[src/rtl/program_sequencer_pkg.sv]
// Shared definitions for the program sequencer: default widths, reset PC,
// state encodings and the timeout counter width helper.
package program_sequencer_pkg;

   localparam int          ADDR_W_DEF   = 16;
   localparam int          INS_W_DEF    = 21;
   localparam logic [15:0] RESET_PC_DEF = 16'h0000;

   localparam logic [1:0] ST_IDLE  = 2'b00;
   localparam logic [1:0] ST_FETCH = 2'b01;
   localparam logic [1:0] ST_EXEC  = 2'b10;
   localparam logic [1:0] ST_HALT  = 2'b11;

   // Bits needed to hold values 0..limit (at least one bit).
   function automatic int cntWidth(input int limit);
      return (limit < 2) ? 1 : $clog2(limit + 1);
   endfunction

endpackage

[src/rtl/program_sequencer_fetch_timeout_counter.sv]
// Counts consecutive un-acknowledged fetch cycles and flags the cycle in
// which the count would reach LIMIT. LIMIT = 0 disables expiry.
module program_sequencer_fetch_timeout_counter
   import program_sequencer_pkg::*;
#(
   parameter int LIMIT = 255
)(
   input  logic clk,
   input  logic rst_n,
   input  logic i_clear,
   input  logic i_count,
   output logic o_expired
);

   localparam int               CNT_W = cntWidth(LIMIT);
   localparam logic [CNT_W-1:0] LAST  = CNT_W'((LIMIT == 0) ? 0 : LIMIT - 1);

   logic [CNT_W-1:0] r_count;

   // Wait-cycle counter: cleared outside FETCH or on ack, saturates at all-ones.
   always_ff @(posedge clk or negedge rst_n) begin
      if (!rst_n) begin
         r_count <= '0;
      end else if (i_clear) begin
         r_count <= '0;
      end else if (i_count && (r_count != '1)) begin
         r_count <= r_count + CNT_W'(1);
      end
   end

   // Expiry fires on the wait cycle that brings the count up to LIMIT.
   assign o_expired = (LIMIT != 0) && i_count && (r_count == LAST);

endmodule

[src/rtl/program_sequencer.sv]
// Program sequencer: owns PC and LR, fetches each instruction over a
// req/ack handshake, then spends one EXEC cycle applying decoder results.
module program_sequencer
   import program_sequencer_pkg::*;
#(
   parameter int                ADDR_W        = ADDR_W_DEF,
   parameter int                INS_W         = INS_W_DEF,
   parameter logic [ADDR_W-1:0] RESET_PC      = ADDR_W'(RESET_PC_DEF),
   parameter int                FETCH_TIMEOUT = 255
)(
   input  logic              clk,
   input  logic              rst_n,
   input  logic              run,
   input  logic              step,
   output logic              imem_req,
   output logic [ADDR_W-1:0] imem_addr,
   input  logic              imem_ack,
   input  logic [INS_W-1:0]  imem_data,
   output logic [INS_W-1:0]  INS,
   output logic [ADDR_W-1:0] INS_addr,
   input  logic              load_pc,
   input  logic              load_linkreg,
   input  logic              PC_source,
   input  logic [ADDR_W-1:0] new_pc,
   input  logic [ADDR_W-1:0] new_linkreg,
   output logic              exec_en,
   output logic [ADDR_W-1:0] pc,
   output logic [ADDR_W-1:0] linkreg,
   output logic [1:0]        state,
   output logic              bus_error
);

   logic [1:0]        r_state;
   logic [ADDR_W-1:0] r_pc;
   logic [ADDR_W-1:0] r_lr;
   logic [INS_W-1:0]  r_ins;
   logic [ADDR_W-1:0] r_insAddr;
   logic              r_busError;
   logic              r_stepPend;

   logic [1:0] w_nextState;
   logic       w_inFetch;
   logic       w_inExec;
   logic       w_expired;

   assign w_inFetch = (r_state == ST_FETCH);
   assign w_inExec  = (r_state == ST_EXEC);

   program_sequencer_fetch_timeout_counter #(
      .LIMIT (FETCH_TIMEOUT)
   ) u_timeout (
      .clk       (clk),
      .rst_n     (rst_n),
      .i_clear   (!w_inFetch || imem_ack),
      .i_count   (w_inFetch && !imem_ack),
      .o_expired (w_expired)
   );

   // Next-state selection; HALT is absorbing and only reset leaves it.
   always_comb begin
      w_nextState = r_state;
      case (r_state)
         ST_IDLE:  if (run || step) w_nextState = ST_FETCH;
         ST_FETCH: begin
            if (imem_ack)       w_nextState = ST_EXEC;
            else if (w_expired) w_nextState = ST_HALT;
         end
         ST_EXEC:  w_nextState = (run && !r_stepPend) ? ST_FETCH : ST_IDLE;
         default:  w_nextState = ST_HALT;
      endcase
   end

   // State register; reset abandons any outstanding fetch.
   always_ff @(posedge clk or negedge rst_n) begin
      if (!rst_n) r_state <= ST_IDLE;
      else        r_state <= w_nextState;
   end

   // One-shot single-step flag: armed by a step in IDLE while stopped, spent in EXEC.
   always_ff @(posedge clk or negedge rst_n) begin
      if (!rst_n)                                    r_stepPend <= 1'b0;
      else if ((r_state == ST_IDLE) && step && !run) r_stepPend <= 1'b1;
      else if (w_inExec)                             r_stepPend <= 1'b0;
   end

   // Capture the fetched word and its address so the decoder sees them stable.
   always_ff @(posedge clk or negedge rst_n) begin
      if (!rst_n) begin
         r_ins     <= '0;
         r_insAddr <= '0;
      end else if (w_inFetch && imem_ack) begin
         r_ins     <= imem_data;
         r_insAddr <= r_pc;
      end
   end

   // PC and LR update at the end of EXEC; a return uses the LR value from before this cycle.
   always_ff @(posedge clk or negedge rst_n) begin
      if (!rst_n) begin
         r_pc <= RESET_PC;
         r_lr <= '0;
      end else if (w_inExec) begin
         if (load_pc) r_pc <= PC_source ? r_lr : new_pc;
         else         r_pc <= r_pc + ADDR_W'(1);
         if (load_linkreg) r_lr <= new_linkreg;
      end
   end

   // Sticky bus error raised when a fetch waits too long for its ack.
   always_ff @(posedge clk or negedge rst_n) begin
      if (!rst_n)                     r_busError <= 1'b0;
      else if (w_inFetch && w_expired) r_busError <= 1'b1;
   end

   assign imem_req  = w_inFetch;
   assign imem_addr = r_pc;
   assign exec_en   = w_inExec;
   assign INS       = r_ins;
   assign INS_addr  = r_insAddr;
   assign pc        = r_pc;
   assign linkreg   = r_lr;
   assign state     = r_state;
   assign bus_error = r_busError;

endmodule

[config.mk]
export PLATFORM = sky130hd
export DESIGN_NAME = program_sequencer
export DESIGN_NICKNAME = d
export VERILOG_FILES = /design/src/rtl/program_sequencer_pkg.sv /design/src/rtl/program_sequencer_fetch_timeout_counter.sv /design/src/rtl/program_sequencer.sv
export SDC_FILE = /design/constraint.sdc
export NUM_CORES = 1
export LEC_CHECK = 0
export CAP_MARGIN = 30
export CORE_ASPECT_RATIO = 0.7
export CORE_MARGIN = 2
export CORE_UTILIZATION = 48
export DETAILED_ROUTE_END_ITERATION = 8
export PLACE_DENSITY = 0.95
export REMOVE_ABC_BUFFERS = 1
export SYNTH_ARGS = -nofsm -noshare
export SYNTH_HDL_FRONTEND = slang
export SYNTH_SLANG_ARGS = --single-unit
export TNS_END_PERCENT = 100
[constraint.sdc]
create_clock -name clk -period 3.1 [get_ports clk]
set_clock_uncertainty 0.15 [all_clocks]
set_input_delay 0.31 -clock clk [delete_from_list [all_inputs] [get_ports clk]]
set_output_delay 0.31 -clock clk [all_outputs]
set_load 0.05 [all_outputs]
==> impl_metrics.env <==
export IMPL_nets=529
export IMPL_synth_simple_area_share_pct=11.07
export IMPL_synthMuxAreaShare_pct=21.87
export IMPL_wl_per_cell_um=18.15
export IMPL_diodes=0
export IMPL_routed_wl_um=10360
export IMPL_crit_start="state[0]$_DFFE_PN0P_"
export IMPL_die_area_um2=9189
export IMPL_synth_top_area_cell="dfrtp_1"
export IMPL_firstDrtPassIters=4
export IMPL_layout_drive_gt1_share_pct=18.72
export IMPL_multi_input_area_um2=1778
export IMPL_grtUsageMet2_pct=39.22
export IMPL_area_delta_synth_final_pct=44.73
export IMPL_place_ws_ns=0.6724
export IMPL_startpoint_type="flip-flop"
export IMPL_hold_path_depth=1
export IMPL_rsz0062_at_grt="false"
export IMPL_clock_sinks=81
export IMPL_fill_cells=510
export IMPL_cts_buffer_depth=2
export IMPL_powerDensity_nw_per_um2=1292
export IMPL_antenna_found_initial=0
export IMPL_setup_ws_ns=0.6061
export IMPL_core_rowCount=27
export IMPL_synth_seq_area_share_pct=50.11
export IMPL_p_leak_uw=0.002517
export IMPL_syn_area_um2=4045
export IMPL_synth_top_family_by_area="multiplexers"
export IMPL_start_util_pct=50.52
export IMPL_insertion_delay_ns=0.34
export IMPL_ys_flop_type="dfrtp_1"
export IMPL_rrSetupSlack_ns=1.00
export IMPL_h_tree_depth=3
export IMPL_finalHoldViolCount=0
export IMPL_cp_max_fo=19
export IMPL_clk_pin_slew_ns=0.06
export IMPL_endpoint_kind="output pin"
export IMPL_grt_pass1_vias=3198
export IMPL_dr_first_iter_drc_count=154
export IMPL_synth_compound_area_share_pct=9.589
export IMPL_fin_crit_sh_pct=80.45
export IMPL_synth_xor_area_share_pct=0.4330
export IMPL_design_area_um2=5854
export IMPL_die_h_um=80.81
export IMPL_cp_arrival_ns=2.03
export IMPL_grt_util_met1_pct=29.71
export IMPL_hold_path_class="flip-flop to flip-flop"
export IMPL_worstMarginPinSlew_ns=0.9641
export IMPL_fmaxAchievable_mhz=401.0
export IMPL_grt_util_met3_pct=7.388
export IMPL_via_per_inst=5.595
export IMPL_port_buffers=150
export IMPL_gp_congestion=0.8645
export IMPL_slew_headroom_pct=35.52
export IMPL_grtUsageTotal_pct=23.39
export IMPL_seq_area_um2=2027
export IMPL_tns_ns=0
export IMPL_grt_pass1_wl_um=16570
export IMPL_ys_top_cells_by_area="dfrtp_1 50%, mux2_4 11%, mux2_2 6.4%"
export IMPL_avgSynthCellArea_um2=12.37
export IMPL_tritoncts="done"
export IMPL_netlist_cell_type_count=52
export IMPL_timing_rr_start="state[1]$_DFFE_PN0P_"
export IMPL_cts_setup_buffers=0
export IMPL_cts_buffers=9
export IMPL_yosysWarnings=0
export IMPL_finalSetupViolCount=0
export IMPL_cp_slowest_stage_delay_ns=0.83
export IMPL_synthArstFlopShare_pct=100.0
export IMPL_ys_ff_latch=81
export IMPL_synth_fa_ha_area_share_pct=0.9279
export IMPL_place_hpwl_um=7611
export IMPL_ant_nets=0
export IMPL_crit_chain="nand2b_1, inv_6, clkdlybuf4s50_1"
export IMPL_crit_path_end="exec_en"
export IMPL_yosys_area_top_type_share_pct=50.11
export IMPL_final_max_slew_viol_count=0
export IMPL_whs_ns=0.3243
export IMPL_synth_edf_count=0
export IMPL_synthCells=327
export IMPL_reg2regPathDepth=4
export IMPL_grt_ovfl_total=0
export IMPL_status="complete, no violations"
export IMPL_vias=3195
export IMPL_core_um2=8006
export IMPL_drv_cap=0
export IMPL_top_usage_layer="met2"
export IMPL_place_area_um2=5515
export IMPL_r2r_end="INS[1]$_DFFE_PN0P_"
export IMPL_crit_type="flip-flop to output pin"
export IMPL_ir_drop_uv=849.0
export IMPL_cts_root_buf="clkbuf_16"
export IMPL_die_x_um=113.7
export IMPL_cpMaxStageDelayCell="clkdlybuf4s50_1"
export IMPL_grt_max_degree=43
export IMPL_io_pins=151
export IMPL_min_period_ns=2.494
export IMPL_drcViolationCount=0
export IMPL_cp_required_ns=2.64
-- synthesized netlist by cell type, types with 4 or more instances --
cell	count
dfrtp_1	81
nor3_1	6
mux2_1	8
buf_4	17
nand2b_1	4
buf_6	5
mux2_2	23
o21ai_0	12
nand4_1	4
nand3_1	6
buf_2	4
a211oi_1	6
mux2_4	29
nor2b_1	4
a31oi_1	6
nor2_1	18
a21oi_1	11
and3_1	4
mux2i_1	10
nand2_1	14
-- kinds of logic after synthesis --
family / count (synthesis)
AO/OA/AOI/OAI: 59
XOR/XNOR: 2
adder cells (fa/ha/maj): 3
buffers and inverters: 35
flip-flops: 81
multiplexers: 70
AND/OR/NAND/NOR: 77
-- stage by stage --
step,cells,util [%],total power [uW]
6_report,571,73.12,7563
5_1_grt,571,73.12,7878
3_3_place_gp,553,68.64,6312
3_5_place_dp,554,68.89,6424
4_1_cts,571,73.12,7616
2_1_floorplan,296,-,4849
-- sequential cells by signal, summed over array words and instances (netlist names) --
name,flops
INS,21
INS_addr,16
bus_error,1
imem_addr,16
linkreg,16
r_stepPend,1
state,2
u_timeout.r_count,8
-- how the worst min path moves through the flow --
| stage | startpoint | endpoint | slack (ns) |
|---|---|---|---|
| 2_1_floorplan | rst_n | INS[0]$_DFFE_PN0P_ | -0.14 |
| 3_3_place_gp | bus_error$_DFFE_PN0P_ | bus_error$_DFFE_PN0P_ | 0.29 |
| 3_5_place_dp | rst_n | linkreg[4]$_DFFE_PN0P_ | 0.17 |
| 4_1_cts | bus_error$_DFFE_PN0P_ | bus_error$_DFFE_PN0P_ | 0.33 |
| 5_1_grt | bus_error$_DFFE_PN0P_ | bus_error$_DFFE_PN0P_ | 0.35 |
| 6_report | bus_error$_DFFE_PN0P_ | bus_error$_DFFE_PN0P_ | 0.32 |
-- cell usage in the layout, fill, tap and decap left out, drive strengths merged, types with 2 or more instances in the layout --
cell type	instances
ha	3
o21ai	13
o211ai	2
o21a	3
o22ai	3
mux2	60
nor2b	4
and4	2
clkdlybuf4s50	149
bufinv	2
a31oi	6
nand2b	4
o31ai	2
nand4	5
nor3	9
inv	5
nor2	18
a41o	2
clkinv	2
a21oi	11
nand3	7
clkbuf	10
nor4	2
nand3b	3
a211oi	6
and3	4
xnor2	2
mux2i	10
dfrtp	81
a22oi	3
nand2	15
buf	8
-- routing by layer --
layer / vias to the layer above / share of wire (%)
met5: - / 0
met4: 0 / 1.1
met3: 13 / 8.7
met2: 145 / 47
met1: 1580 / 43
li1: 1457 / -
-- power breakdown --
group / leakage, uW / switching [uW] / total (uW) / internal (uW)
Combinational: 0.00138 / 2740 / 4400 / 1660
Clock: 0.000159 / 422 / 1150 / 729
Sequential: 0.000981 / 495 / 2010 / 1520
Total: 0.00252 / 3660 / 7560 / 3910
-- final cells by class --
type                    count  share of cell area (%)
flip-flops and latches     81                   34.62
multi-input cells         211                   30.37
repair buffers            158                   26.89
clock buffers              10                   4.082
well taps                 101                   2.159
clock inverters             6                   1.539
inverters                   4                  0.3420
-- timing repair --
action | 4_1_cts | 5_1_grt
gates resized for setup | 0 | 0
hold buffers | 1 | 0
endpoints found under the hold margin | 39 | 0
-- worst max-delay path: cells and delay by family, from the launching register on --
kind | cells | cell delay [ns]
buffers and inverters | 2 | 1.01
DFF | 1 | 0.44
and+or+nand+nor | 1 | 0.24
No activity file was read; power rests on OpenSTA's default activity.
==> RTL edit 1 (config.mk and constraints unchanged) <==
Change the package constant `ADDR_W_DEF` from 16 to 17.
--- a/src/rtl/program_sequencer_pkg.sv
+++ b/src/rtl/program_sequencer_pkg.sv
@@ -2,7 +2,7 @@
 // state encodings and the timeout counter width helper.
 package program_sequencer_pkg;
 
-   localparam int          ADDR_W_DEF   = 16;
+   localparam int          ADDR_W_DEF   = 17;
    localparam int          INS_W_DEF    = 21;
    localparam logic [15:0] RESET_PC_DEF = 16'h0000;
 
Ports: changed (6 resized); port bits go from 151 to 157. The function was not compared with the original's and may differ.
==> RTL edit 1 against the unedited design <==
Sequential cell count rose by 3; die area fell by 0.86%; largest cell class unchanged; cell count rose by 2.8%; sequential share of layout area rose by 1.2 points; utilization rose by 0.56 points; setup slack improved by 120 ps; power barely moved; wire length fell by 4.1%; the run now ends with design-rule violations left; area after synthesis fell by 0.90%; cell area rose by 0.34%.
==> RTL edit 1: results (changes against the unedited design) <==
- The count of cells along the worst register-to-register path is 5 (+1).
- In this run the critical register-to-register path is launched from imem_addr[0]$_DFFE_PN0P_.
- The first-pass GRT wire length came to 15,900 um (-3.8%).
- The clock network latency to the later pin of the worst-skew pair is 330 ps.
- The total track usage is 22.5% (-0.86 points).
- The part of the Yosys area used for sequential elements was 52.4% (+2.3 points).
- The final reports fail on design-rule violations.
- The adder-cell share of the synthesized area was 0.936% (+0.0084 points).
- The total of cells resized after clock tree synthesis came to 0 (unchanged).
- The switching share of power is 49.1% (+0.71 points).
- The via count of the first global-routing pass is 3,195 (-0.094%).
- The flow ran to the end, but the final reports show violations.
- The minimum setup slack among reg-to-reg paths is 980 ps (-20 ps).
- The worst stage delay on the critical path is 860 ps (+30 ps).
- The worst register-to-register path ends at imem_addr[14]$_DFFE_PN0P_.
- The final net count was 547 (+3.4%).
- The count of TritonRoute iterations in the first routing pass is 7 (+3).
- The synthesized-area fraction occupied by xor and xnor cells is 0.437% (+0.0039 points).
- The routed via count is 3,270 (+2.3%).
- The instance count after placement with tap cells included is 570 (+2.9%).
- The fraction of final layout cells with drive strength greater than 1 is 18.1% (-0.62 points).
- The worst setup path endpoint is imem_req.
- The H-tree level count is 3 (unchanged).
- The mean routed wirelength per cell is 16.9 um (-6.7%).
- In the synthesized netlist, the cells that appear most often are sky130_fd_sc_hd__dfrtp_1, sky130_fd_sc_hd__mux2_2, sky130_fd_sc_hd__buf_4, sky130_fd_sc_hd__nor2_1, sky130_fd_sc_hd__nand2_1.
- The DRC violation count after routing is 8 (+8).
- The post-detailed-placement half-perimeter wirelength was 7280 um (-4.3%).
- The transition time of the tightest slew-check pin was 926 ps (-37.8 ps).
- The maximum ir drop on the vdd rail is 0.000852 V (+0.39%).
- The detailed router's first-iteration violation count was 233 (+51%).
- The synthesized instance count is 342 (+4.6%).
- The number of distinct library cells after synthesis is 46 (-12%).
- The average via count per standard cell is 5.57 (-0.44%).
- In the post-synthesis netlist, the biggest area contributors are sky130_fd_sc_hd__dfrtp_1, sky130_fd_sc_hd__mux2_2, sky130_fd_sc_hd__buf_4, sky130_fd_sc_hd__mux2i_1, sky130_fd_sc_hd__a21oi_1.
- The number of buffers on the longest clock path is 2 (unchanged).
- The standby leakage power is 2.42 nW (-3.8%).
- The maximum fanout along the worst path is 6 (-13).
- The arrival time of data at the critical path endpoint came to 1910 ps (-120 ps).
- The worst hold path class is register to register.
- The proportion of synthesized area in mux cells is 20.1% (-1.8 points).
- The number of port buffers came to 156 (+4.0%).
- The maximum number of pins on one net before global-route repair was 46 (+7.0%).
- The placer's final routability congestion estimate is 0.820 (-5.1%).
==> RTL edit 1: changes by cell type in the layout (fill, tap and decap cells not counted), sizes merged, moves of 2 or more <==
cell,unedited run,this run
a21oi,11,16
clkdlybuf4s50,149,154
mux2i,10,14
and3,4,1
clkbuf,10,13
dfrtp,81,84
nand2,15,18
nand3b,3,0
a22oi,3,1
a41o,2,0
nand4,5,7
nor3,9,7
nor4,2,4
o2bb2ai,0,2
==> RTL edit 1: area by class of cell <==
type	count	area [sq um]
sequential	84	2100
tap	101	126
multi-input combinational	220	1680
fill	576	2100
clock buffer	13	280
clock inverter	3	42.5
inverter	4	15.0
timing repair buffer	162	1620
==> RTL edit 1: repair_timing <==
| item | 4_1_cts | 5_1_grt |
|---|---|---|
| hold buffers | 1 | 0 |
| endpoints found under the hold margin | 39 | 0 |
| buffers inserted | 0 | 0 |
==> RTL edit 1: worst min path at each step <==
| stage | start | endpoint | slack (ps) | cells past startpoint |
|---|---|---|---|---|
| 5_1_grt | INS_addr[5]$_DFFE_PN0P_ | INS_addr[5]$_DFFE_PN0P_ | 350 | 2 |
| 6_report | bus_error$_DFFE_PN0P_ | bus_error$_DFFE_PN0P_ | 330 | 1 |
| 3_3_place_gp | bus_error$_DFFE_PN0P_ | bus_error$_DFFE_PN0P_ | 300 | 1 |
| 3_5_place_dp | rst_n | u_timeout.r_count[6]$_DFFE_PN0P_ | 170 | 1 |
| 2_1_floorplan | rst_n | INS[0]$_DFFE_PN0P_ | -140 | 0 |
| 4_1_cts | bus_error$_DFFE_PN0P_ | bus_error$_DFFE_PN0P_ | 330 | 1 |
==> RTL edit 1: per-stage QoR <==
stage	setup WS, ps	power (mW)	setup TNS, ps	hold WS [ps]
after global placement	940	6.36	0	303
after global routing	631	7.90	0	350
after CTS	706	7.61	0	331
after floorplan	-193	4.85	-7170	-136
after detailed placement	893	6.46	0	172
final	726	7.57	0	327
==> RTL edit 1: power by group through the flow <==
stage	registers, mW	clock network [mW]	logic (mW)
after CTS	2.06	1.15	4.40
after floorplan	3.98	0	0.873
after global routing	2.14	1.20	4.56
final	2.06	1.13	4.38
after detailed placement	2.07	0	4.39
after global placement	2.03	0	4.32
==> RTL edit 1: worst register-to-register path, stage by stage, from the launching register on <==
cell and delay, ps:
sky130_fd_sc_hd__dfrtp_1 500, sky130_fd_sc_hd__ha_1 290, sky130_fd_sc_hd__nand4_2 230, sky130_fd_sc_hd__or3_1 410
sky130_fd_sc_hd__o31a_1 250, sky130_fd_sc_hd__o22a_1 180
==> RTL edit 1: metal layers <==
layer	part of all wire (%)	global-route usage (%)	up-vias	routed length [um]
li1	-	-	1515	-
met1	43	30.1	1581	4240
met2	48	34.9	165	4770
met3	8.5	7.47	9	842
met4	0.87	7.32	0	86
met5	0	0	-	0
==> RTL edit 2 (config.mk and constraints unchanged) <==
Without the edit above. Register the output `bus_error` once more, cleared by the reset; this adds one clock of latency there. The other outputs are not delayed to match.
--- a/src/rtl/program_sequencer.sv
+++ b/src/rtl/program_sequencer.sv
@@ -120,7 +120,13 @@
    assign pc        = r_pc;
    assign linkreg   = r_lr;
    assign state     = r_state;
-   assign bus_error = r_busError;
+   always_ff @(posedge clk or negedge rst_n) begin
+      if (!rst_n) begin
+         bus_error <= '0;
+      end else begin
+         bus_error <= r_busError;
+      end
+   end
 
 endmodule
 
Formal check against the unedited RTL: no difference found for any inputs over 10 cycles, from zero or initial values and one cycle with rst_n low; that may be too few to reach the edited logic, so the function may still have changed.
==> RTL edit 2 against the unedited design <==
Cell area down 0.30%; fmax down 3.6%; setup slack worse by 92 ps; sequential cell count up 1; area after synthesis up 0.62%; power down 1.1%; wire length up 3.0%; critical endpoint unchanged; largest cell class unchanged; largest power group unchanged.
==> RTL edit 2: results (changes against the unedited design) <==
- In this run the most critical hold path is launched from r_busError$_DFFE_PN0P_.
- The part of the total power dissipated in the clock network is 13.9% (-1.3 points).
- The post-placement worst setup slack is 824 ps (+152 ps).
- The via count of the first global-routing pass is 3,281 (+2.6%).
- The routed wire length on met2 came to 5140 um (+5.0%).
- The met2 usage came to 40.1% (+0.84 points).
- Sorting the synthesized cells by how often they occur yields sky130_fd_sc_hd__dfrtp_1, sky130_fd_sc_hd__mux2_4, sky130_fd_sc_hd__mux2_2, sky130_fd_sc_hd__nor2_1, sky130_fd_sc_hd__buf_4.
- The flow ran to the end, and the final reports show no timing, DRC or antenna violations.
- The met1 layer wirelength in the final routing is 4410 um (-0.74%).
- The detailed-routed wire length on met3 is 892 um (-0.89%).
- The worst hold path terminates at bus_error$_DFF_PN0_.
- The worst register-to-register path ends at INS_addr[5]$_DFFE_PN0P_.
- The standby leakage power is 2.50 nW (-0.79%).
- The count of fill cells added during filler insertion is 594 (+16%).
- The achievable clock frequency was 387 MHz (-3.6%).
- The number of cells on the worst hold path is 0 (-1).
- The post-detailed-placement half-perimeter wirelength was 7660 um (+0.62%).
- The fraction of final layout cells with drive strength greater than 1 is 17.9% (-0.85 points).
- The detailed router's first-iteration violation count is 320 (+110%).
- The combinational group share of total power was 58.8% (+0.7 points).
- The mean routed wirelength per cell came to 18.6 um (+2.2%).
- The part of the Yosys area used for sequential elements is 50.4% (+0.31 points).
- The transition time of the tightest slew-check pin is 545 ps (-419 ps).
- The net switching component of the power was 3.68 mW (+0.54%).
- The first-pass GRT wire length was 17,200 um (+3.8%).
- The number of flip-flops in the largest register is 21 (unchanged).
- The minimum setup slack among reg-to-reg paths was 1150 ps (+150 ps).
- The maximum number of pins on one net before global-route repair is 44 (+2.3%).
- The global routing met3 resource utilization came to 6.57% (-0.82 points).
- The arrival time of data at the critical path endpoint is 2130 ps (+100 ps).
- By area the synthesized netlist is led by sky130_fd_sc_hd__dfrtp_1, sky130_fd_sc_hd__mux2_4, sky130_fd_sc_hd__mux2_2, sky130_fd_sc_hd__buf_4, sky130_fd_sc_hd__mux2i_1.
- The total track usage is 24.2% (+0.80 points).
- The routing usage on met1 is 31.1% (+1.4 points).
- The power drawn by the clock network is 1.04 mW (-9.6%).
## RTL edit 2: cell families after synthesis
kind of cell / count (synthesis) / synth area share, %
buffers and inverters: 35 / 5.96
and+or+nand+nor: 77 / 11.0
AOI/OAI and AO/OA: 59 / 9.53
xor gates and xnor gates: 2 / 0.430
adders and majority gates: 3 / 0.922
DFF: 82 / 50.4
muxes: 70 / 21.7
## RTL edit 2: final cells by class
type                            instances  share of cell area [%]
Inverter                                4                   0.343
Multi-Input combinational cell        211                    30.5
Clock buffer                           12                    4.05
Sequential cell                        82                    35.2
Timing Repair Buffer                  157                    26.8
Clock inverter                          4                   0.900
Tap cell                              105                    2.25
## RTL edit 2: metrics by stage
step                      cells  utilization [%]  cell area (sq um)  hold WS, ps
after floorplan             297                -               3850         -136
after global placement      557             66.2               5520          221
after detailed placement    558             66.4               5540          171
after CTS                   575             70.0               5840          244
after global routing        575             70.0               5840          264
final                       575             70.0               5840          236
